File: src/rtl/mem_arbiter.sv
// mem_arbiter
// Shares a single-port memory between an instruction-fetch requester and a
// data requester. One transaction is in flight at a time. When both sides ask
// in the same idle cycle, the side that was not granted last wins.
//
// Ports
//   clk, rst_n        : clock, synchronous active-low reset
//   i_req/i_addr      : fetch request and address (held until i_ack)
//   i_rdata/i_ack     : fetched instruction and one-cycle completion pulse
//   d_req/d_we/d_addr/d_wdata : data request, direction, address, write data
//   d_rdata/d_ack     : read data and one-cycle completion pulse
//   m_req/m_we/m_addr/m_wdata : request toward the shared memory
//   m_rdata/m_ack     : memory read data and one-cycle completion
//
// All outputs come straight from flops.

module mem_arbiter #(
  parameter int WORD      = 64,
  parameter int INST_SIZE = 32
) (
  input  logic                 clk,
  input  logic                 rst_n,
  input  logic                 i_req,
  input  logic [WORD-1:0]      i_addr,
  output logic [INST_SIZE-1:0] i_rdata,
  output logic                 i_ack,
  input  logic                 d_req,
  input  logic                 d_we,
  input  logic [WORD-1:0]      d_addr,
  input  logic [WORD-1:0]      d_wdata,
  output logic [WORD-1:0]      d_rdata,
  output logic                 d_ack,
  output logic                 m_req,
  output logic                 m_we,
  output logic [WORD-1:0]      m_addr,
  output logic [WORD-1:0]      m_wdata,
  input  logic [WORD-1:0]      m_rdata,
  input  logic                 m_ack
);

  typedef enum logic [2:0] {
    IDLE   = 3'd0,
    BUSY_I = 3'd1,
    BUSY_D = 3'd2,
    DONE_I = 3'd3,
    DONE_D = 3'd4
  } state_t;

  state_t                 state_q, state_d;
  // Last-grant pointer: 0 = instruction side, 1 = data side.
  logic                   lastD_q, lastD_d;
  logic                   mReq_q, mReq_d;
  logic                   mWe_q, mWe_d;
  logic [WORD-1:0]        mAddr_q, mAddr_d;
  logic [WORD-1:0]        mWdata_q, mWdata_d;
  logic [INST_SIZE-1:0]   iRdata_q, iRdata_d;
  logic [WORD-1:0]        dRdata_q, dRdata_d;
  logic                   iAck_q, iAck_d;
  logic                   dAck_q, dAck_d;

  // Next-state and next-output logic. Acks are computed on the edge that
  // enters DONE_x so they are high for exactly the DONE_x cycle. m_ack is
  // only looked at in the BUSY states, so stray pulses elsewhere are inert.
  always_comb begin
    state_d  = state_q;
    lastD_d  = lastD_q;
    mReq_d   = mReq_q;
    mWe_d    = mWe_q;
    mAddr_d  = mAddr_q;
    mWdata_d = mWdata_q;
    iRdata_d = iRdata_q;
    dRdata_d = dRdata_q;
    iAck_d   = 1'b0;
    dAck_d   = 1'b0;

    unique case (state_q)
      IDLE: begin
        // Data wins when it is alone, or when both ask and instruction
        // was the previous winner.
        if (d_req && (!i_req || !lastD_q)) begin
          state_d  = BUSY_D;
          lastD_d  = 1'b1;
          mReq_d   = 1'b1;
          mWe_d    = d_we;
          mAddr_d  = d_addr;
          mWdata_d = d_wdata;
        end else if (i_req) begin
          state_d  = BUSY_I;
          lastD_d  = 1'b0;
          mReq_d   = 1'b1;
          mWe_d    = 1'b0;
          mAddr_d  = i_addr;
          mWdata_d = '0;
        end
      end
      BUSY_I: begin
        if (m_ack) begin
          state_d  = DONE_I;
          mReq_d   = 1'b0;
          iRdata_d = m_rdata[INST_SIZE-1:0];
          iAck_d   = 1'b1;
        end
      end
      BUSY_D: begin
        if (m_ack) begin
          state_d = DONE_D;
          mReq_d  = 1'b0;
          // A write returns nothing, so the previous read data is kept.
          if (!mWe_q) dRdata_d = m_rdata;
          dAck_d  = 1'b1;
        end
      end
      DONE_I, DONE_D: begin
        state_d = IDLE;
      end
      default: begin
        state_d = IDLE;
      end
    endcase
  end

  // State and output registers with synchronous reset; reset also aborts
  // any transaction in flight.
  always_ff @(posedge clk) begin
    if (!rst_n) begin
      state_q  <= IDLE;
      lastD_q  <= 1'b0;
      mReq_q   <= 1'b0;
      mWe_q    <= 1'b0;
      mAddr_q  <= '0;
      mWdata_q <= '0;
      iRdata_q <= '0;
      dRdata_q <= '0;
      iAck_q   <= 1'b0;
      dAck_q   <= 1'b0;
    end else begin
      state_q  <= state_d;
      lastD_q  <= lastD_d;
      mReq_q   <= mReq_d;
      mWe_q    <= mWe_d;
      mAddr_q  <= mAddr_d;
      mWdata_q <= mWdata_d;
      iRdata_q <= iRdata_d;
      dRdata_q <= dRdata_d;
      iAck_q   <= iAck_d;
      dAck_q   <= dAck_d;
    end
  end

  assign m_req   = mReq_q;
  assign m_we    = mWe_q;
  assign m_addr  = mAddr_q;
  assign m_wdata = mWdata_q;
  assign i_rdata = iRdata_q;
  assign i_ack   = iAck_q;
  assign d_rdata = dRdata_q;
  assign d_ack   = dAck_q;

endmodule

File: config.mk
export PLATFORM = sky130hd
export DESIGN_NAME = mem_arbiter
export DESIGN_NICKNAME = d
export VERILOG_FILES = /design/src/rtl/mem_arbiter.sv
export SDC_FILE = /design/constraint.sdc
export NUM_CORES = 1
export LEC_CHECK = 0
export BUFFER_PORTS_ARGS = -buffer_cell sky130_fd_sc_hd__buf_2
export CORE_AREA = 3 3 187 189
export CTS_BUF_LIST = sky130_fd_sc_hd__clkbuf_8 sky130_fd_sc_hd__clkbuf_16
export CTS_CLUSTER_DIAMETER = 200
export DETAILED_ROUTE_END_ITERATION = 10
export DIE_AREA = 0 0 190 192
export PLACE_DENSITY = 0.59
export REMOVE_ABC_BUFFERS = 1
export SYNTH_ARGS = -nofsm -noshare
export SYNTH_HDL_FRONTEND = slang
export SYNTH_SLANG_ARGS = --single-unit
File: constraint.sdc
create_clock -name clk -period 4.7 [get_ports clk]
set_clock_uncertainty 0.1 [all_clocks]
set_input_delay 0.235 -clock clk [delete_from_list [all_inputs] [get_ports clk]]
set_output_delay 0.235 -clock clk [all_outputs]
set_load 0.02 [all_outputs]
# == Word-level counts from Yosys, hierarchy flattened ==
# Index checks and enable logic that the tools add are counted.
# totals
ff_bits,232
out_inout_bits,228
elab_cells,49
# op_classes
eq_ne,6
mux,17
bitwise,1
reduce_logical,15
# ops
operator,count
2-to-1 mux 64 bit,4
2-to-1 mux 3 bit,4
case mux 3 bit (3 select lines),1
AND reduction 3 bit,3
AND reduction 2 bit,4
2-to-1 mux 1 bit,7
"!= test 2 bit, second input constant",2
nonzero test 2 bit,2
"equality test 3 x 1 -> 1 bit, second input constant",1
"equality test 3 x 2 -> 1 bit, second input constant",1
logical NOT 3 bit,1
"!= test 3 bit, second input constant",1
logical NOT 1 bit,2
"!= test 2 x 1 -> 1 bit, second input constant",1
case mux 1 bit (2 select lines),1
OR reduction 2 bit,1
logical AND 1 bit,1
logical OR 1 bit,1
inverter 1 bit,1

# == Logic depth before layout (Yosys ltp) ==
# Gate-level depths: netlist (run 1).
# depth
ltp_word,5
depth_mapped,6

# == Worst setup path before layout (run 1) ==
# Ideal clock, no wire load.
# synth_path
path_type,flip-flop to flip-flop
from,register state_q[0]
to,"register mWdata_q[56], in the netlist m_wdata[56]"
t_arrival_ns,1.373
slack_ns,3.095
path_stages_with_launch,7
path_buffers,3
path_cell_list,dfxtp_1 -> buf_4 -> or3_4 -> buf_12 -> clkbuf_1 -> o21ai_0 -> a21oi_1
# synth_between
elab_chain_cells,2
# synth_lines
element,line,source
start: declaration,49,"state_t state_q, state_d;"
start signal: assignment,137,state_q <= state_d;
logical NOT 3 bit,76,unique case (state_q)
AND reduction 2 bit (no line),n/a,
end signal: assignment,142,mWdata_q <= mWdata_d;
end: declaration,55,"logic [WORD-1:0] mWdata_q, mWdata_d;"
# No other way between the ends.
# A chain may end at the register's enable or synchronous reset.

# == Worst setup path in the final report (run 1) ==
# layout_path
from,register state_q[2]
to,"register mAddr_q[27], in the netlist m_addr[27]"
# layout_between
elab_chain_cells,2
# layout_lines
element,line,source
logical NOT 3 bit,76,
AND reduction 2 bit (no line),n/a,
end signal: assignment,141,mAddr_q <= mAddr_d;
end: declaration,54,"logic [WORD-1:0] mAddr_q, mAddr_d;"
# No other way between the ends.

==> results of run 1 <==
[layout by cell type (no fill, tap or decap), types with 2 or more instances in the layout]
master / count
nand2_1: 64
dlygate4sd3_1: 254
o2111a_1: 64
a21oi_1: 164
o21ai_0: 130
clkbuf_8: 4
clkinv_2: 8
bufinv_16: 6
nor2_1: 5
o21bai_1: 4
nand3_1: 129
o21bai_2: 60
nor4bb_4: 2
clkbuf_16: 27
buf_4: 12
diode_2: 2
dfxtp_1: 231
buf_2: 489
buf_12: 4
nand4b_1: 64
[final cells by class]
type / instances / area (µm²)
Antenna cell: 2 / 5.00
Clock buffer: 31 / 731
Clock inverter: 18 / 256
Fill cell: 3108 / 17500
Inverter: 2 / 10.0
Multi-Input combinational cell: 701 / 4570
Sequential cell: 232 / 4650
Tap cell: 448 / 561
Timing Repair Buffer: 759 / 5160
[timing repair]
item                       4_1_cts  5_1_grt
hold endpoints to repair       226        0
buffers inserted                 0        0
hold buffers                   254        0
setup endpoints to repair        0        0
[per-stage QoR]
stage                     setup slack (ps)  area [µm²]
after floorplan                      -2570        9160
after global placement                2060       12400
after detailed placement              2130       12400
after CTS                             1660       15900
after global routing                  1460       15900
final                                 1610       15900
[synth_stat cells (4+ instances only)]
cell	count	area (µm²)
dfxtp_1	232	4640
a21oi_1	164	821
o21ai_0	130	651
nand3_1	129	646
clkbuf_1	87	327
nand2_1	65	244
nand4b_1	64	561
o2111a_1	64	721
o21bai_2	60	676
buf_2	35	175
buf_12	7	140
nor2_1	6	22.5
o21bai_1	4	30.0
[critical path: cells and delay by family, from the launching register on]
family,cells,cell delay [ps]
flip-flops,1,630
AO/OA/AOI/OAI,2,310
AND/OR/NAND/NOR,1,890
buffers and inverters,2,940
[logic make-up after synthesis]
logic type / count (synthesis) / synth area share [%]
buffers and inverters: 135 / 6.95
xor gates and xnor gates: 1 / 0.0891
and+or+nand+nor: 274 / 15.9
AOI/OAI and AO/OA: 426 / 29.8
DFF: 232 / 47.2
[routing by layer]
metal	track usage [%]	vias to the layer above	part of all wire (%)	wire length (µm)
met5	0	-	0.026	11
li1	-	5280	-	-
met2	36.1	517	48	20200
met3	5.17	75	8.5	3570
met4	7.14	2	3.2	1330
met1	26.2	5280	40	16700
[flip-flops by register name (all words and copies together), names as in the netlist]
signal,flops
m_wdata,64
lastD_q,1
i_ack,1
state_q,3
d_rdata,64
m_addr,64
d_ack,1
m_we,1
i_rdata,32
m_req,1
[worst min path at each step]
stage                      startpoint     endpoint  slack, ps  depth (start not counted)
final                      i_addr[46]   m_addr[46]         30                          3
after floorplan                 rst_n        m_req        270                          1
after global routing       i_addr[20]   m_addr[20]         20                          3
after detailed placement  i_rdata[26]  i_rdata[26]        340                          2
after global placement     i_rdata[9]   i_rdata[9]        340                          2
after CTS                  i_addr[46]   m_addr[46]         20                          3
[power by group]
group / leakage [nW] / switching (mW) / total, mW / internal [mW]
Combinational: 4.51 / 0.906 / 1.60 / 0.697
Sequential: 1.90 / 0.0908 / 2.23 / 2.14
Clock: 0.494 / 0.885 / 2.33 / 1.44
Total: 6.90 / 1.88 / 6.16 / 4.28
==> flow_summary.ini, run 1 <==
[worst_setup_path]
r2r_slack_ps = 1610
crit_fanout = 89
r2r_start = state_q[2]
required_ps = 5020
start_kind = flip-flop
critical_path.max_stage_delay_ps = 890
worst_path_max_delay_cell = or3_4
cp.arrival_ps = 3410
critical_path.endpoint_type = flip-flop
r2r_cells = 5
crit_end = m_addr[27]
crit_chain = or3_4, buf_12, o21bai_2, o2111a_1, dlygate4sd3_1
r2r_end = m_addr[27]
crit_type = reg2reg
critical_path.startpoint = state_q[2]

[placed_design]
placed_cells = 1888
portBuffers = 489
gp_congestion = 0.777
dp_hpwl_um = 26000

[detailed_routing]
firstDrtPassIters = 5
drt_iter0_drc = 532
num_vias = 11154
wire_per_inst_um = 19.0
post-route-drc-count = 0
via_per_inst = 5.09
final_antenna_net_count = 0
drt-total-wl_um = 41800

[timing]
min_period_over_period_pct = 65.7
layout_min_cycle_time_ps = 3090
max_freq_mhz = 324
worst_pin_slew_ps = 1050
setup-tns-final_ps = 0
slew-limit-headroom_pct = 30.2
setup_violations = 0
hold_slack_ps = 34.2
hold_violations = 0
slew_violations = 0
rsz0062_at_grt = false

[yosys]
ys.flop_type = dfxtp_1
yosysWarningCount = 0
synthArstFlopShare_pct = 0
synthesis.area_per_instance_um2 = 9.21
synth_seq_cells = 232
syn_area_um2 = 9830
synthCells = 1068
yosysUniqueCellTypes = 31
yosysSeqAreaShare_pct = 47.2
synth_enable_flop_cells = 0

[status]
status = finished clean

[floorplan]
core_um2 = 33400
die-area_um2 = 36500
dieWidth_um = 190
rows = 67
die_y_um = 192
initial_utilization_pct = 29.4
io-pin-count = 490

[clock_tree]
post_cts_resized = 0
cts_root_buffer = clkbuf_16
cts_inserted_buffers = 27
clk_pin_slew_ps = 60
clk_path_buf_depth = 3
cts_max_level = 1
cts_tree = yes
clock_latency_ps = 530
clock_sinks = 232

[finish]
utilization_pct = 47.6
area_delta_synth_final_pct = 62.1
stdcell_count = 2193
nets = 1985
drive_above_1_share_pct = 35.9

[power]
ir_drop_mv = 0.284
power_density_nw_per_um2 = 387
power.total_mw = 6.16
p_leak_nw = 6.90

[grt]
antenna_found_initial = 2
grtUsageTotal_pct = 21.2
grt_pass1_wl_um = 62900
grt_max_degree = 132
gr-total-overflow = 0
grt_pass1_vias = 11014

[run]
max_cap_viol_count = 0

[hold_path]
hold_path.class = in2reg
(Power assumes the default switching activity.)
==> run 2: changes to the inputs <==
- CORE_AREA: 3 3 187 189 -> 3 3 190 192
- DIE_AREA: 0 0 190 192 -> 0 0 193 195
- PLACE_DENSITY: 0.59 -> 0.58
- clock period: 4.7 -> 2.87 ns (I/O delays scaled with it)
==> run 2 against run 1 <==
  * Non-clock buffer count is 26 higher
  * First-iteration DRC count is 5.8% lower
  * Cell count is 1.7% higher
  * Combinational power is 70% higher
  * Via count is 2.6% higher
  * Setup slack worse by 1400 ps
  * Final area is 1.2% higher
  * Critical path type unchanged
  * Critical endpoint is now m_addr[17]
  * Largest cell class unchanged
==> flow_summary.ini, run 2 (synthesized netlist as in run 1, its figures left out) <==
[grt]
grt_max_degree = 95
gr-total-overflow = 0
grt_pass1_wl_um = 65400
grt_pass1_vias = 11600
antenna_found_initial = 7
grtUsageTotal_pct = 21.7

[timing]
layout_min_cycle_time_ps = 2680
hold_violations = 0
slew_violations = 0
worst_pin_slew_ps = 848
min_period_over_period_pct = 93.3
hold_slack_ps = 314
max_freq_mhz = 373
setup_violations = 0
rsz0062_at_grt = false
slew-limit-headroom_pct = 43.4

[floorplan]
io-pin-count = 490
dieWidth_um = 193
die-area_um2 = 37600
core_um2 = 34500
rows = 68
die_y_um = 195
initial_utilization_pct = 28.5

[detailed_routing]
drt_iter0_drc = 501
drt-total-wl_um = 44000
via_per_inst = 5.13
num_vias = 11449
firstDrtPassIters = 5
wire_per_inst_um = 19.7
final_antenna_net_count = 0
post-route-drc-count = 0

[finish]
nets = 2011
regArea_um2 = 4650
area_delta_synth_final_pct = 64.1
fill_cells = 3268
stdcell_count = 2231
drive_above_1_share_pct = 36.1
multi_input_comb_area_um2 = 4570
final_common_cell = buf_2
utilization_pct = 46.7
layout.cells.most_common_list = buf_2, dlygate4sd3_1, dfxtp_1

[placed_design]
placed_cells = 1913
dp_hpwl_um = 28500
gp_congestion = 0.794
portBuffers = 489

[clock_tree]
cts_root_buffer = clkbuf_16
clk_pin_slew_ps = 60
post_cts_resized = 0
clk_path_buf_depth = 3
cts_inserted_buffers = 27
cts_max_level = 1
clock_sinks = 232
clock_latency_ps = 530
cts_tree = yes

[power]
p_switching_mw = 3.07
power_density_nw_per_um2 = 605
combPwrFrac_pct = 27.9
clockPowerShare_pct = 34.7
p_leak_nw = 7.02
p_sw_share_pct = 31.4
ir_drop_mv = 0.572
seqPwrFrac_pct = 37.4
cellInternalPower_mw = 6.69

[worst_setup_path]
r2r_end = m_addr[17]
critical_path.startpoint = state_q[2]
cp_top_family = buffers and inverters
crit_chain = or3_4, buf_12, o21bai_2, o2111a_1, dlygate4sd3_1
r2r_slack_ps = 190
worst_path_max_delay_cell = or3_4
crit_buf_inv = 2
crit_type = reg2reg
r2r_cells = 5
critical_path.endpoint_type = flip-flop
start_kind = flip-flop
r2r_start = state_q[2]
required_ps = 3180
cp.arrival_ps = 2990
critical_path.max_stage_delay_ps = 650
crit_fanout = 45

[run]
max_cap_viol_count = 0

[hold_path]
hold_path.class = in2reg
hp-start = d_wdata[42]
hold_depth = 4
hold_end = m_wdata[42]

[status]
status = finished clean
[run 2: worst max-delay path by stage]
stage          cells after the start  slack [ps]     endpoint
4_1_cts                            5         180   m_addr[33]
6_report                           5         190   m_addr[17]
3_5_place_dp                       4         650  d_rdata[17]
5_1_grt                            5          40   m_addr[33]
3_3_place_gp                       4         730  d_rdata[37]
2_1_floorplan                      3       -4400    m_addr[0]
[run 2: area by class of cell]
type / instances / area share, %
Sequential cell: 232 / 28.8
Multi-Input combinational cell: 701 / 28.3
Antenna cell: 7 / 0.109
Timing Repair Buffer: 785 / 33.8
Inverter: 2 / 0.0620
Tap cell: 455 / 3.53
Clock inverter: 15 / 0.628
Clock buffer: 34 / 4.78
[run 2: worst register-to-register path, stage by stage (launching register included)]
cell and delay, ps:
dfxtp_1 620, or3_4 650, buf_12 340, o21bai_2 140, o2111a_1 140, dlygate4sd3_1 560
[run 2: power groups by stage]
stage	Clock, mW	Sequential [mW]	Combinational (mW)
5_1_grt	3.60	3.68	2.91
3_5_place_dp	0	3.72	2.30
2_1_floorplan	0	4.06	0.949
6_report	3.38	3.65	2.72
4_1_cts	3.49	3.65	2.71
3_3_place_gp	0	3.71	2.28
[run 2: metal layers]
layer / vias to the layer above / share of wire, % / GRT usage [%]
li1: 5328 / - / -
met3: 98 / 8.6 / 5.71
met5: - / 0.061 / 0
met1: 5483 / 38 / 24.0
met4: 4 / 5.1 / 10.2
met2: 536 / 49 / 38.5
[run 2: repair_timing]
item,4_1_cts,5_1_grt
endpoints found under the hold margin,229,0
setup buffers,0,0
hold buffers,262,0
[run 2: stage by stage]
| step | total power, mW | area, µm² | setup slack, ps | TNS, ps |
|---|---|---|---|---|
| global placement | 5.99 | 12600 | 731 | 0 |
| CTS | 9.85 | 16100 | 181 | 0 |
| detailed placement | 6.01 | 12600 | 649 | 0 |
| floorplan | 5.00 | 9160 | -4400 | -683620 |
| finish | 9.76 | 16100 | 191 | 0 |
| global route | 10.2 | 16100 | 35.9 | 0 |
